==> src/rtl/card_dealer_if.sv <==
// Card type definitions shared by the dealer and the comparator, plus the
// dealer request/hand interface.
package poker_types_pkg;
  typedef enum logic [3:0] {
    TWO, THREE, FOUR, FIVE, SIX, SEVEN, EIGHT, NINE, TEN, JACK, QUEEN, KING, ACE
  } rank_t;

  typedef enum logic [1:0] {HEARTS, DIAMONDS, CLUBS, SPADES} suit_t;

  typedef struct packed {
    rank_t rank;
    suit_t suit;
  } card_t;
endpackage

interface card_dealer_if;
  import poker_types_pkg::*;

  logic        deal;
  logic        seed_valid;
  logic [15:0] seed;
  card_t [1:0] player1;
  card_t [1:0] player2;
  card_t [4:0] community;
  logic        busy;
  logic        cmp_start;
  logic        deal_done;

  modport master (
    output deal, seed_valid, seed,
    input  player1, player2, community, busy, cmp_start, deal_done
  );

  modport slave (
    input  deal, seed_valid, seed,
    output player1, player2, community, busy, cmp_start, deal_done
  );
endinterface

==> src/rtl/card_dealer.sv <==
// Deals nine distinct cards from a 52-card deck using an LFSR with rejection
// sampling, then presents the hand and pulses cmp_start for the comparator.
module card_dealer
  import poker_types_pkg::*;
#(
  parameter logic [15:0] SEED         = 16'hACE1,
  parameter int unsigned REJECT_LIMIT = 63
) (
  input  logic          clk,
  input  logic          reset,
  card_dealer_if.slave  bus
);

  localparam int unsigned NUM_CARDS = 52;
  localparam int unsigned HAND_SIZE = 9;
  localparam int unsigned REJ_W     = (REJECT_LIMIT == 0) ? 1 : $clog2(REJECT_LIMIT + 1);
  localparam logic [REJ_W-1:0] REJ_LIM = REJ_W'(REJECT_LIMIT);
  localparam logic [REJ_W-1:0] REJ_MAX = '1;
  localparam logic [15:0] TAPS = 16'hB400;

  typedef enum logic [1:0] {IDLE, DRAW, DONE} state_t;

  state_t           state, state_nxt;
  logic [15:0]      lfsr, lfsr_nxt;
  logic [51:0]      used, used_nxt;
  logic [3:0]       slot, slot_nxt;
  logic [REJ_W-1:0] rej_cnt, rej_nxt;
  card_t [8:0]      shadow, shadow_nxt;

  logic [5:0]  cand;
  logic [5:0]  fallback;
  logic [5:0]  pick;
  logic [63:0] used_ext;
  logic        cand_ok;
  logic        accept;

  function automatic card_t idx_to_card(input logic [5:0] idx);
    card_t c;
    c.rank = rank_t'(4'(idx % 6'd13));
    c.suit = suit_t'(2'(idx / 6'd13));
    return c;
  endfunction

  // Out-of-deck candidates (52..63) read as permanently used.
  assign cand     = lfsr[5:0];
  assign used_ext = {12'hFFF, used};
  assign cand_ok  = !used_ext[cand];

  // Lowest free card index.
  always_comb begin
    fallback = '0;
    for (int i = int'(NUM_CARDS) - 1; i >= 0; i--) begin
      if (!used[6'(i)]) fallback = 6'(i);
    end
  end

  always_ff @(posedge clk) begin
    if (reset) state <= IDLE;
    else       state <= state_nxt;
  end

  always_comb begin
    state_nxt  = state;
    lfsr_nxt   = {1'b0, lfsr[15:1]} ^ (lfsr[0] ? TAPS : 16'h0000);
    used_nxt   = used;
    slot_nxt   = slot;
    rej_nxt    = rej_cnt;
    shadow_nxt = shadow;
    accept     = 1'b0;
    pick       = cand;
    unique case (state)
      IDLE: begin
        if (bus.seed_valid) lfsr_nxt = (bus.seed == 16'h0000) ? SEED : bus.seed;
        if (bus.deal) begin
          state_nxt = DRAW;
          used_nxt  = '0;
          slot_nxt  = '0;
          rej_nxt   = '0;
        end
      end
      DRAW: begin
        if (rej_cnt >= REJ_LIM) begin
          accept = 1'b1;
          pick   = fallback;
        end else if (cand_ok) begin
          accept = 1'b1;
        end else if (rej_cnt != REJ_MAX) begin
          rej_nxt = rej_cnt + 1'b1;
        end
        if (accept) begin
          used_nxt[pick]   = 1'b1;
          shadow_nxt[slot] = idx_to_card(pick);
          slot_nxt         = slot + 4'd1;
          rej_nxt          = '0;
          if (slot == 4'(HAND_SIZE - 1)) state_nxt = DONE;
        end
      end
      DONE:    state_nxt = IDLE;
      default: state_nxt = IDLE;
    endcase
  end

  always_ff @(posedge clk) begin
    if (reset) begin
      lfsr    <= SEED;
      used    <= '0;
      slot    <= '0;
      rej_cnt <= '0;
      shadow  <= '0;
    end else begin
      lfsr    <= lfsr_nxt;
      used    <= used_nxt;
      slot    <= slot_nxt;
      rej_cnt <= rej_nxt;
      shadow  <= shadow_nxt;
    end
  end

  // Hand is published on the edge that enters DONE so cards and cmp_start align.
  always_ff @(posedge clk) begin
    if (reset) begin
      bus.player1   <= '0;
      bus.player2   <= '0;
      bus.community <= '0;
      bus.busy      <= 1'b0;
      bus.cmp_start <= 1'b0;
      bus.deal_done <= 1'b0;
    end else begin
      bus.busy      <= (state_nxt != IDLE);
      bus.cmp_start <= (state_nxt == DONE);
      bus.deal_done <= (state_nxt == DONE);
      if (state == DRAW && state_nxt == DONE) begin
        bus.player1   <= {shadow_nxt[2], shadow_nxt[0]};
        bus.player2   <= {shadow_nxt[3], shadow_nxt[1]};
        bus.community <= shadow_nxt[8:4];
      end
    end
  end

endmodule

==> src/flat_wrapper.sv <==
// flat-port wrapper written by rule: the top's interface ports become plain ports
module card_dealer_flat import poker_types_pkg::*;
#(
  parameter logic [15:0] SEED         = 16'hACE1,
  parameter int unsigned REJECT_LIMIT = 63
)
  (clk, reset, bus_deal, bus_seed_valid, bus_seed, bus_player1, bus_player2, bus_community, bus_busy, bus_cmp_start, bus_deal_done);
  card_dealer_if bus_i ();
  input  logic clk;
  input  logic reset;
  input wire logic [$bits(bus_i.deal)-1:0] bus_deal;
  input wire logic [$bits(bus_i.seed_valid)-1:0] bus_seed_valid;
  input wire logic [$bits(bus_i.seed)-1:0] bus_seed;
  output wire logic [$bits(bus_i.player1)-1:0] bus_player1;
  output wire logic [$bits(bus_i.player2)-1:0] bus_player2;
  output wire logic [$bits(bus_i.community)-1:0] bus_community;
  output wire logic [$bits(bus_i.busy)-1:0] bus_busy;
  output wire logic [$bits(bus_i.cmp_start)-1:0] bus_cmp_start;
  output wire logic [$bits(bus_i.deal_done)-1:0] bus_deal_done;
  assign bus_i.deal = bus_deal;
  assign bus_i.seed_valid = bus_seed_valid;
  assign bus_i.seed = bus_seed;
  assign bus_player1 = bus_i.player1;
  assign bus_player2 = bus_i.player2;
  assign bus_community = bus_i.community;
  assign bus_busy = bus_i.busy;
  assign bus_cmp_start = bus_i.cmp_start;
  assign bus_deal_done = bus_i.deal_done;
  card_dealer #(.SEED(SEED), .REJECT_LIMIT(REJECT_LIMIT)) u_core (.clk(clk), .reset(reset), .bus(bus_i));
endmodule
==> config.mk <==
export PLATFORM = sky130hd
export DESIGN_NAME = card_dealer_flat
export DESIGN_NICKNAME = d
export VERILOG_FILES = /design/src/rtl/card_dealer_if.sv /design/src/rtl/card_dealer.sv /design/src/flat_wrapper.sv
export SDC_FILE = /design/constraint.sdc
export NUM_CORES = 1
export LEC_CHECK = 0
export ABC_AREA = 1
export CAP_MARGIN = 0
export CORE_ASPECT_RATIO = 0.8
export CORE_UTILIZATION = 40
export CTS_BUF_LIST = sky130_fd_sc_hd__clkbuf_8
export CTS_CLUSTER_DIAMETER = 100
export CTS_CLUSTER_SIZE = 8
export DETAILED_ROUTE_END_ITERATION = 10
export MAX_ROUTING_LAYER = met4
export SKIP_LAST_GASP = 1
export SYNTH_ARGS = -nofsm -noshare
export SYNTH_HDL_FRONTEND = slang
export SYNTH_SLANG_ARGS = --single-unit
==> constraint.sdc <==
create_clock -name clk -period 4.9 [get_ports clk]
set_input_delay 1.47 -clock clk [delete_from_list [all_inputs] [get_ports clk]]
set_output_delay 1.47 -clock clk [all_outputs]
set_load 0.03 [all_outputs]
# Word-level counts from Yosys, hierarchy flattened
# Index checks and enable logic that the tools add are counted.
# W data, S select, Z words.
[op_classes]
addsub = 2
n_div = 2
n_lt_le_gt_ge = 6
n_eq_ne = 9
n_mux = 66
bitwise = 2
reduce_logical = 9
[ops]
columns = ["cell", "count"]
rows = [
  ["$mux W6", 40],
  ["$mux W54", 2],
  ["$mux W52", 2],
  ["$pmux W52 S2", 1],
  ["$mux W16", 4],
  ["$bwmux W54", 1],
  ["$or A52 B52 Y52", 1],
  ["$demux W6 S4", 1],
  ["$logic_not A16 Y1", 1],
  ["$xor A15 B16 Y16", 1],
  ["$lt A6 B7 Y1 const B", 2],
  ["$pmux W6 S2", 1],
  ["$mux W4", 2],
  ["$pmux W4 S2", 1],
  ["$add A6 B1 Y6 const B", 1],
  ["$bmux W1 S6", 1],
  ["$demux W1 S6", 1],
  ["$div A6 B4 Y6 const B", 1],
  ["$ge A6 B1 Y1 const B", 1],
  ["$ge A6 B6 Y1 const B", 1],
  ["$mod A6 B4 Y6 const B", 1],
  ["$mux W2", 3],
  ["$ne A3 B1 Y1 const B", 2],
  ["$ne A6 B6 Y1 const B", 1],
  ["16 further kinds", 23],
]
[word_totals]
reg_bits = 190
inputBits = 20
elab_cells = 139

# Longest topological paths before layout
# Gate-level depths: netlist of run 1.
[logic_depth]
ltp_word = 41
depth_mapped = 54

# Worst setup path after synthesis of run 1
# Ideal clock, no wire load.
[synth_path]
path_type = "register to register"
startpoint = "reg u_core.used[22]"
endpoint = "reg u_core.bus.community[14] (netlist name)"
t_arrival_ns = 3.842
t_required_ns = 4.791
path_slack_ns = 0.949
path_stages_with_launch = 36
cell_sequence = "dfxtp_1 > inv_1 > nor4_1 > o41ai_1 > nand2_1 > nand2_1 > nand2_1 > nand2_1 > a22oi_1 > inv_1 > ha_1 > nand3_1 > nor2_1 > nand3_2 > nand2_1 > nand2_2 > nand2_1 > inv_1 > ha_1 > nand2_1 > nand2_2 > nand2_4 > nand2_1 > nand2_1 > inv_1 > ha_1 > inv_1 > or2_2 > nand3_4 > nand2_4 > nand2_2 > nand2_2 > nand2_1 > nand3_1 > nand2_1 > inv_1"
[synth_between]
elab_chain_len = 29
word_cells_on_any_way = 38
[synth_lines]
columns = ["item", "line", "source"]
rows = [
  ["start: declaration", "card_dealer.sv:25", "logic [51:0] used, used_nxt;"],
  ["start signal: assignment", "card_dealer.sv:112", "used <= used_nxt;"],
  ["$mux W6 (23 in series)", "card_dealer.sv:53", "if (!used[6'(i)]) fallback = 6'(i);"],
  ["$mux W6", "card_dealer.sv:82", "if (rej_cnt >= REJ_LIM) begin"],
  ["$mux W6", "card_dealer.sv:71", "unique case (state)"],
  ["$mod A6 B4 Y6", "card_dealer.sv:39", "c.rank = rank_t'(4'(idx % 6'd13));"],
  ["$bwmux W54", "card_dealer.sv:92", "shadow_nxt[slot] = idx_to_card(pick);"],
  ["$mux W54", "card_dealer.sv:90", "if (accept) begin"],
  ["$mux W54", "card_dealer.sv:71", ""],
]
# Several ways; a longest one is shown, not always the timed one. The select of a mux whose other input is x is not followed.
# A chain may end at the register's enable or synchronous reset.

# Worst setup path after layout of run 1
[layout_path]
startpoint = "reg u_core.used[23]"
endpoint = "reg u_core.shadow[24] (netlist name)"
[layout_between]
elab_chain_len = 30
word_cells_on_any_way = 35
[layout_lines]
columns = ["item", "line", "source"]
rows = [
  ["$mux W6 (24 in series)", "card_dealer.sv:53", ""],
  ["$mux W6", "card_dealer.sv:82", ""],
  ["$mux W6", "card_dealer.sv:71", ""],
  ["$div A6 B4 Y6", "card_dealer.sv:40", "c.suit = suit_t'(2'(idx / 6'd13));"],
  ["$bwmux W54", "card_dealer.sv:92", ""],
  ["$mux W54 (*)", "card_dealer.sv:90", ""],
  ["$mux W54 (*)", "card_dealer.sv:71", ""],
  ["end signal: assignment", "card_dealer.sv:115", "shadow <= shadow_nxt;"],
  ["end: declaration", "card_dealer.sv:28", "card_t [8:0] shadow, shadow_nxt;"],
]
# Mark *: on every way between the ends. The rest lies on a longest branch, timed or not. The select of a mux whose other input is x is not followed.

==> reports/qor.txt, run 1 <==
Status - finished clean
Placed Area - 0.00900 mm²
Global-route wire length before repair - 34500 µm
Met3 usage - 0.0472
Storage cell area - 0.00368 mm²
Post-Place Cells - 1399
I/O pin cnt - 77
Die ar. - 0.0205 mm²
Startpoint of the worst register-to-register path - u_core.used[23]
Max incr delay on CP - 0.40 ns
Critical path's slowest cell - dfxtp_1
Vias/cell - 5.09
CP delay by family, top - simple AND/OR/NAND/NOR gates
Hold slack - 0.452 ns
H-tree levels - 4
Share of layout cells above drive strength 1 - 0.101
Number of max-slew violations in the final report - 0
CTS sink count - 184
Die Ht - 128 µm
Vias post-DR - 7292
Clock skew - 0.0172 ns
Number of synthesized register bits - 184
Synth Area per Inst - 7.25 µm²
Max VDD drop - 0.181 mV
Max-slew headroom - 0.351
Fin crit share - 0.931
Synth unique cells - 40
M1 GR Usage - 0.325
Slew @ Worst Pin - 0.970 ns
CP max FO - 8
Syn Nets - 1130
Worst hold start - u_core.used[32]
TNS Setup - 0 ns
Die width - 160 µm
Design Power - 2.99 mW
Max clock buf depth - 2
Post-route DRC - 0
Multi-input gate area - 0.00383 mm²
Buf+Inv Stages, Crit Path - 5
Antenna violations before repair - 0
Worst-path clk slew - 0.10 ns
GR Util met2 - 0.305
Post-Syn Area - 0.00797 mm²
Hpwl dp - 14600 µm
Number of setup violations in the final report - 0
Worst R2R Path Depth - 31
Static Leakage - 3.60 nW
Max_cap viols - 0
Rows - 45
Synth Warn # - 0
Fillcell total - 1975
N_diodes - 0
WP data arrival - 4.88 ns
Post-DRT Antenna Nets - 0
Post-CTS Hold Fix Bufs - 0
Hold Crit Class - flop to flop
RSZ-0062 raised after global routing - true
Maximum number of pins on one net before global-route repair - 65
Clock Latency Late Sink - 0.47 ns
Minimum clock period - 4.56 ns
Hold Path End - u_core.used[32]
Pwr dens - 314 mW/mm²
Total routed wirelength - 21600 µm
Area grow syn2layout - 19.3%
Worst hold stages - 2
Total grt overflow - 0
Cell repeated most along the worst path - nand2_1
RePlAce Congestion - 0.883
Startpoint Class - flop
1st-pass router iterations - 5
Core area - 0.0193 mm²
Mapped Cells - 1099
Clk Tree Root Cell - clkbuf_8
I/O Buffers - 76
Final hold viol count - 0
Non-Filler Instances - 1432
Nets - 1192
End of the worst register-to-register path - u_core.shadow[24]
Peak Freq - 219 MHz
Starting density of the core - 0.414
CTS tree - done
Drt wl/cell - 15.1 µm
Vias in the first global route - 6569
Sequential fraction of the synthesis area - 0.462
Worst EP required - 5.22 ns
Num CTS Buffers - 17
Reg-to-reg setup timing slack - 0.34 ns
Post-route cell area - 0.00951 mm²
Starting DRT DRC Count - 736
Path type of the worst setup path - flop to flop
CP endpoint kind - flop
Grt peak-use layer - met1
Tot GR Track Use - 0.221
==> tightest hold or removal path: cells and delay by family (launching register included) <==
| kind | cells | cell delay (ns) |
|---|---|---|
| buf+inv | 1 | 0.05 |
| flops | 1 | 0.32 |
| compound gates | 1 | 0.05 |
==> metal layers <==
metal	share of wire	vias up
met5	0	-
met1	0.52	3357
met4	0.0091	0
met2	0.41	193
met3	0.062	16
li1	-	3726
==> cells in the mapped netlist <==
| master | n | share of area |
|---|---|---|
| o311ai_0 | 1 | 0.0011 |
| inv_1 | 103 | 0.048 |
| nand2_4 | 2 | 0.0028 |
| or2_2 | 26 | 0.020 |
| nand3_2 | 4 | 0.0050 |
| nor2_1 | 92 | 0.043 |
| nor3_1 | 6 | 0.0038 |
| dfxtp_1 | 184 | 0.46 |
| a31oi_1 | 1 | 0.00079 |
| o21ai_1 | 11 | 0.0069 |
| nor4_1 | 11 | 0.0086 |
| nand3_4 | 1 | 0.0022 |
| inv_2 | 5 | 0.0024 |
| o21ai_0 | 89 | 0.056 |
| a21oi_1 | 132 | 0.083 |
| nor2_2 | 1 | 0.00079 |
| nand4_1 | 7 | 0.0055 |
| o21a_1 | 7 | 0.0066 |
| xor2_1 | 7 | 0.0077 |
| nand3_1 | 70 | 0.044 |
| clkinv_1 | 1 | 0.00047 |
| a22oi_1 | 2 | 0.0019 |
| nor2_4 | 1 | 0.0014 |
| a211oi_1 | 5 | 0.0047 |
| o41ai_1 | 1 | 0.0011 |
| xnor2_1 | 3 | 0.0033 |
| o22ai_1 | 10 | 0.0078 |
| ha_1 | 11 | 0.017 |
| buf_4 | 1 | 0.00094 |
| nand2_1 | 238 | 0.11 |
| nand3b_1 | 1 | 0.00094 |
| nor3b_1 | 1 | 0.00094 |
| or2_1 | 1 | 0.00079 |
| o21ai_2 | 1 | 0.0011 |
| o2111ai_1 | 1 | 0.0011 |
| clkbuf_1 | 46 | 0.022 |
| a21oi_2 | 1 | 0.0011 |
| buf_1 | 3 | 0.0014 |
| nand2_2 | 9 | 0.0071 |
| o211ai_1 | 2 | 0.0019 |
==> stage by stage <==
step                utilization  worst slack, ns
global route              0.494          -0.0485
detailed placement        0.467            0.154
CTS                       0.486           0.0865
global placement          0.467            0.215
floorplan                     -            0.949
finish                    0.494            0.338
==> state kept, by name, indices dropped and copies added, names as in the netlist <==
| register | flops |
|---|---|
| u_core.slot | 4 |
| u_core.bus.player1 | 12 |
| u_core.bus.cmp_start | 1 |
| u_core.bus.community | 30 |
| u_core.shadow | 48 |
| u_core.used | 52 |
| u_core.bus.busy | 1 |
| u_core.state | 2 |
| u_core.rej_cnt | 6 |
| u_core.lfsr | 16 |
| u_core.bus.player2 | 12 |
==> how the worst max path moves through the flow <==
stage / endpoint / slack (ns) / startpoint / cells past startpoint
final: u_core.shadow[24] / 0.34 / u_core.used[23] / 31
after CTS: u_core.bus.player2[10] / 0.09 / u_core.used[22] / 31
after detailed placement: u_core.bus.player2[10] / 0.15 / u_core.used[22] / 33
after floorplan: u_core.bus.community[14] / 0.95 / u_core.used[22] / 35
after global routing: u_core.bus.player2[3] / -0.05 / u_core.used[30] / 51
after global placement: u_core.bus.player2[10] / 0.22 / u_core.used[23] / 31
==> final cells by class <==
type / count / area share
clock buffers: 17 / 0.0246
flip-flops and latches: 184 / 0.387
clock inverters: 15 / 0.0138
repair buffers: 93 / 0.0942
well taps: 258 / 0.0340
multi-input cells: 756 / 0.403
inverters: 109 / 0.0433
==> cell families (layout without fill, tap and decap cells) <==
logic type                 count (synthesis)  after routing  synth area share
and+or+nand+nor                          471            471             0.260
AOI/OAI and AO/OA                        264            264             0.175
DFF                                      184            184             0.462
buffers and inverters                    159            234            0.0753
adders and majority gates                 11             11            0.0173
xor gates and xnor gates                  10             10            0.0110
==> power breakdown <==
group          internal, mW  leakage [nW]  switching (mW)
registers              1.52          1.49          0.0145
clock network         0.373         0.191           0.602
logic                 0.138          1.92           0.339
total                  2.03          3.60           0.955
==> layout by cell type (no fill, tap or decap), types with 11 or more instances in the layout <==
cell type and n:
dfxtp_1 184, nand2_2 15, clkdlybuf4s50_1 75, inv_1 103
buf_4 16, ha_1 11, or2_2 26, a21oi_1 132
nor2_1 91, nand3_1 67, o21ai_0 89, clkbuf_8 17
nand2_1 227
==> timing repair <==
action / 4_1_cts / 5_1_grt
setup buffers: 0 / 1
resized for setup: 0 / 29
endpoints found under the setup margin: 0 / 85
Note: power is estimated with default switching activity, not from simulation.
==> run 2, diff against run 1 <==
--- a/config.mk
+++ b/config.mk
@@ -7,6 +7,8 @@
 export LEC_CHECK = 0
 export ABC_AREA = 1
 export CAP_MARGIN = 0
+export CELL_PAD_IN_SITES_DETAIL_PLACEMENT = 0
+export CELL_PAD_IN_SITES_GLOBAL_PLACEMENT = 1
 export CORE_ASPECT_RATIO = 0.8
 export CORE_UTILIZATION = 40
 export CTS_BUF_LIST = sky130_fd_sc_hd__clkbuf_8
@@ -14,6 +16,7 @@
 export CTS_CLUSTER_SIZE = 8
 export DETAILED_ROUTE_END_ITERATION = 10
 export MAX_ROUTING_LAYER = met4
+export PLACE_DENSITY_LB_ADDON = 0.1
 export SKIP_LAST_GASP = 1
 export SYNTH_ARGS = -nofsm -noshare
 export SYNTH_HDL_FRONTEND = slang
==> reports/qor.txt, run 2 (synthesis gave the netlist of run 1 again) <==
Max reg flops - 52 (unchanged)
Combinational fraction of design power - 0.175 (was 0.160)
Maximum number of pins on one net before global-route repair - 65 (unchanged)
Commonest non-fill, non-tap cell in the layout - nand2_1 (unchanged)
Clock share of power - 0.323 (was 0.326)
Buf+Inv Stages, Crit Path - 4 (was 5)
Vias post-DR - 7323 (was 7292)
Path type of the worst setup path - flop to flop (unchanged)
Cell repeated most along the worst path - nand2_2 (was nand2_1)
CP max FO - 9 (was 8)
Final hold viol count - 0 (unchanged)
Rows - 45 (unchanged)
Multi-input gate area - 0.00392 mm² (was 0.00383 mm²)
Clock Latency Late Sink - 0.48 ns (was 0.47 ns)
I/O pin cnt - 77 (unchanged)
Critical path's slowest cell - dfxtp_1 (unchanged)
Status - finished clean (unchanged)
Total routed wirelength - 22600 µm (was 21600 µm)
Area grow syn2layout - 21.3% (was 19.3%)
Post-DRT Antenna Nets - 0 (unchanged)
Sw frac - 0.329 (was 0.320)
Worst EP required - 5.24 ns (was 5.22 ns)
CTS tree - done (unchanged)
Static Leakage - 3.66 nW (was 3.60 nW)
Fillcell total - 1959 (was 1975)
Starting DRT DRC Count - 737 (was 736)
Post-Route Utilization - 0.502 (was 0.494)
Tot GR Track Use - 0.233 (was 0.221)
Hpwl dp - 15300 µm (was 14600 µm)
Drt wl/cell - 15.7 µm (was 15.1 µm)
Startpoint Class - flop (unchanged)
Vias/cell - 5.09 (about the same)
Slew @ Worst Pin - 0.966 ns (was 0.970 ns)
Most frequent cells in the layout - nand2_1 (226), dfxtp_1 (182), a21oi_1 (132), inv_1 (102), nor2_1 (91) (was nand2_1 (227), dfxtp_1 (184), a21oi_1 (132), inv_1 (103), nor2_1 (91))
Die ar. - 0.0205 mm² (unchanged)
Biggest regs - u_core.used: 52 flops, u_core.shadow: 48 flops, u_core.bus.community: 30 flops (unchanged)
Int Power - 2.05 mW (was 2.03 mW)
Total grt overflow - 0 (unchanged)
Most flop-heavy register - u_core.used (unchanged)
Minimum clock period - 4.51 ns (was 4.56 ns)
Max_cap viols - 0 (unchanged)
Antenna violations before repair - 0 (unchanged)
RePlAce Congestion - 0.875 (was 0.883)
Number of setup violations in the final report - 0 (unchanged)
CTS sink count - 184 (unchanged)
N_diodes - 0 (unchanged)
Seq pwr share - 0.502 (was 0.514)
WP data arrival - 4.84 ns (was 4.88 ns)
Clk Tree Root Cell - clkbuf_8 (unchanged)
Max VDD drop - 0.163 mV (was 0.181 mV)
H-tree levels - 4 (unchanged)
CP delay by family, top - simple AND/OR/NAND/NOR gates (unchanged)
Num CTS Buffers - 17 (unchanged)
Hold Crit Class - flop to flop (unchanged)
Clock skew - 0.0210 ns (was 0.0172 ns)
Max incr delay on CP - 0.38 ns (was 0.40 ns)
Die width - 160 µm (unchanged)
Starting density of the core - 0.414 (unchanged)
Pwr dens - 316 mW/mm² (was 314 mW/mm²)
Global-route wire length before repair - 36200 µm (was 34500 µm)
Number of max-slew violations in the final report - 0 (unchanged)
Max clock buf depth - 2 (unchanged)
Max-slew headroom - 0.354 (was 0.351)
Nets - 1201 (was 1192)
Hold slack - 0.451 ns (was 0.452 ns)
1st-pass router iterations - 7 (was 5)
Die Ht - 128 µm (unchanged)
Fin crit share - 0.919 (was 0.931)
CP endpoint kind - flop (unchanged)
Storage cell area - 0.00369 mm² (was 0.00368 mm²)
Share of layout cells above drive strength 1 - 0.113 (was 0.101)
Worst-path clk slew - 0.10 ns (about the same)
Peak Freq - 222 MHz (was 219 MHz)
I/O Buffers - 76 (unchanged)
Post-route DRC - 0 (unchanged)
Vias in the first global route - 6720 (was 6569)
Core area - 0.0193 mm² (unchanged)
Post-CTS Hold Fix Bufs - 0 (unchanged)
NetSw - 1.00 mW (was 0.955 mW)
## run 2: per-stage QoR
stage	instance area, µm²	worst slack (ns)	total power, mW	cells	setup TNS, ns
after global routing	9670	-0.0617	3.20	1440	-0.825
after floorplan	7970	0.949	1.86	1099	0
final	9670	0.395	3.06	1440	0
after global placement	8980	0.185	2.00	1397	0
after detailed placement	8980	0.0695	2.00	1397	0
after CTS	9360	0.0284	2.98	1428	0
## run 2: power groups by stage
stage | Combinational, mW | Sequential, mW | Clock [mW]
2_1_floorplan | 0.294 | 1.56 | 0
3_3_place_gp | 0.433 | 1.57 | 0
3_5_place_dp | 0.434 | 1.57 | 0
4_1_cts | 0.436 | 1.53 | 1.01
5_1_grt | 0.586 | 1.54 | 1.07
6_report | 0.536 | 1.53 | 0.986
## run 2: repair_timing
action | CTS | global route
buffers inserted | 0 | 11
endpoints found under the setup margin | 0 | 85
gates resized for setup | 0 | 45
## run 2: final timing paths
check             slack, ns               from                end  depth (start not counted)
setup / recovery       0.39  u_core.rej_cnt[0]  u_core.shadow[16]                         30
hold / removal         0.45    u_core.used[48]    u_core.used[48]                          2
setup reg to reg       0.39  u_core.rej_cnt[0]  u_core.shadow[16]                         30
hold reg to reg        0.45    u_core.used[48]    u_core.used[48]                          2
## run 2: layout make-up
class | count | share of cell area
timing repair buffer | 101 | 0.0989
tap | 258 | 0.0334
clock inverter | 14 | 0.0144
inverter | 109 | 0.0428
clock buffer | 17 | 0.0242
multi-input combinational | 757 | 0.405
sequential | 184 | 0.381
## run 2: layer usage
metal / part of all wire / vias up / wire [µm] / track usage
li1: - / 3746 / - / -
met1: 0.53 / 3380 / 12000 / 0.349
met2: 0.41 / 183 / 9260 / 0.324
met3: 0.056 / 14 / 1270 / 0.0369
met4: 0.0063 / 0 / 142 / 0.0487
met5: 0 / - / 0 / -
## run 2: worst register-to-register path, delay by kind of cell, from the launching register on
kind	cells	cell delay, ns
buffers and inverters	4	0.39
flip-flops	1	0.38
AND/OR/NAND/NOR	21	2.77
adder cells (fa/ha/maj)	4	0.70
AO/OA/AOI/OAI	1	0.14
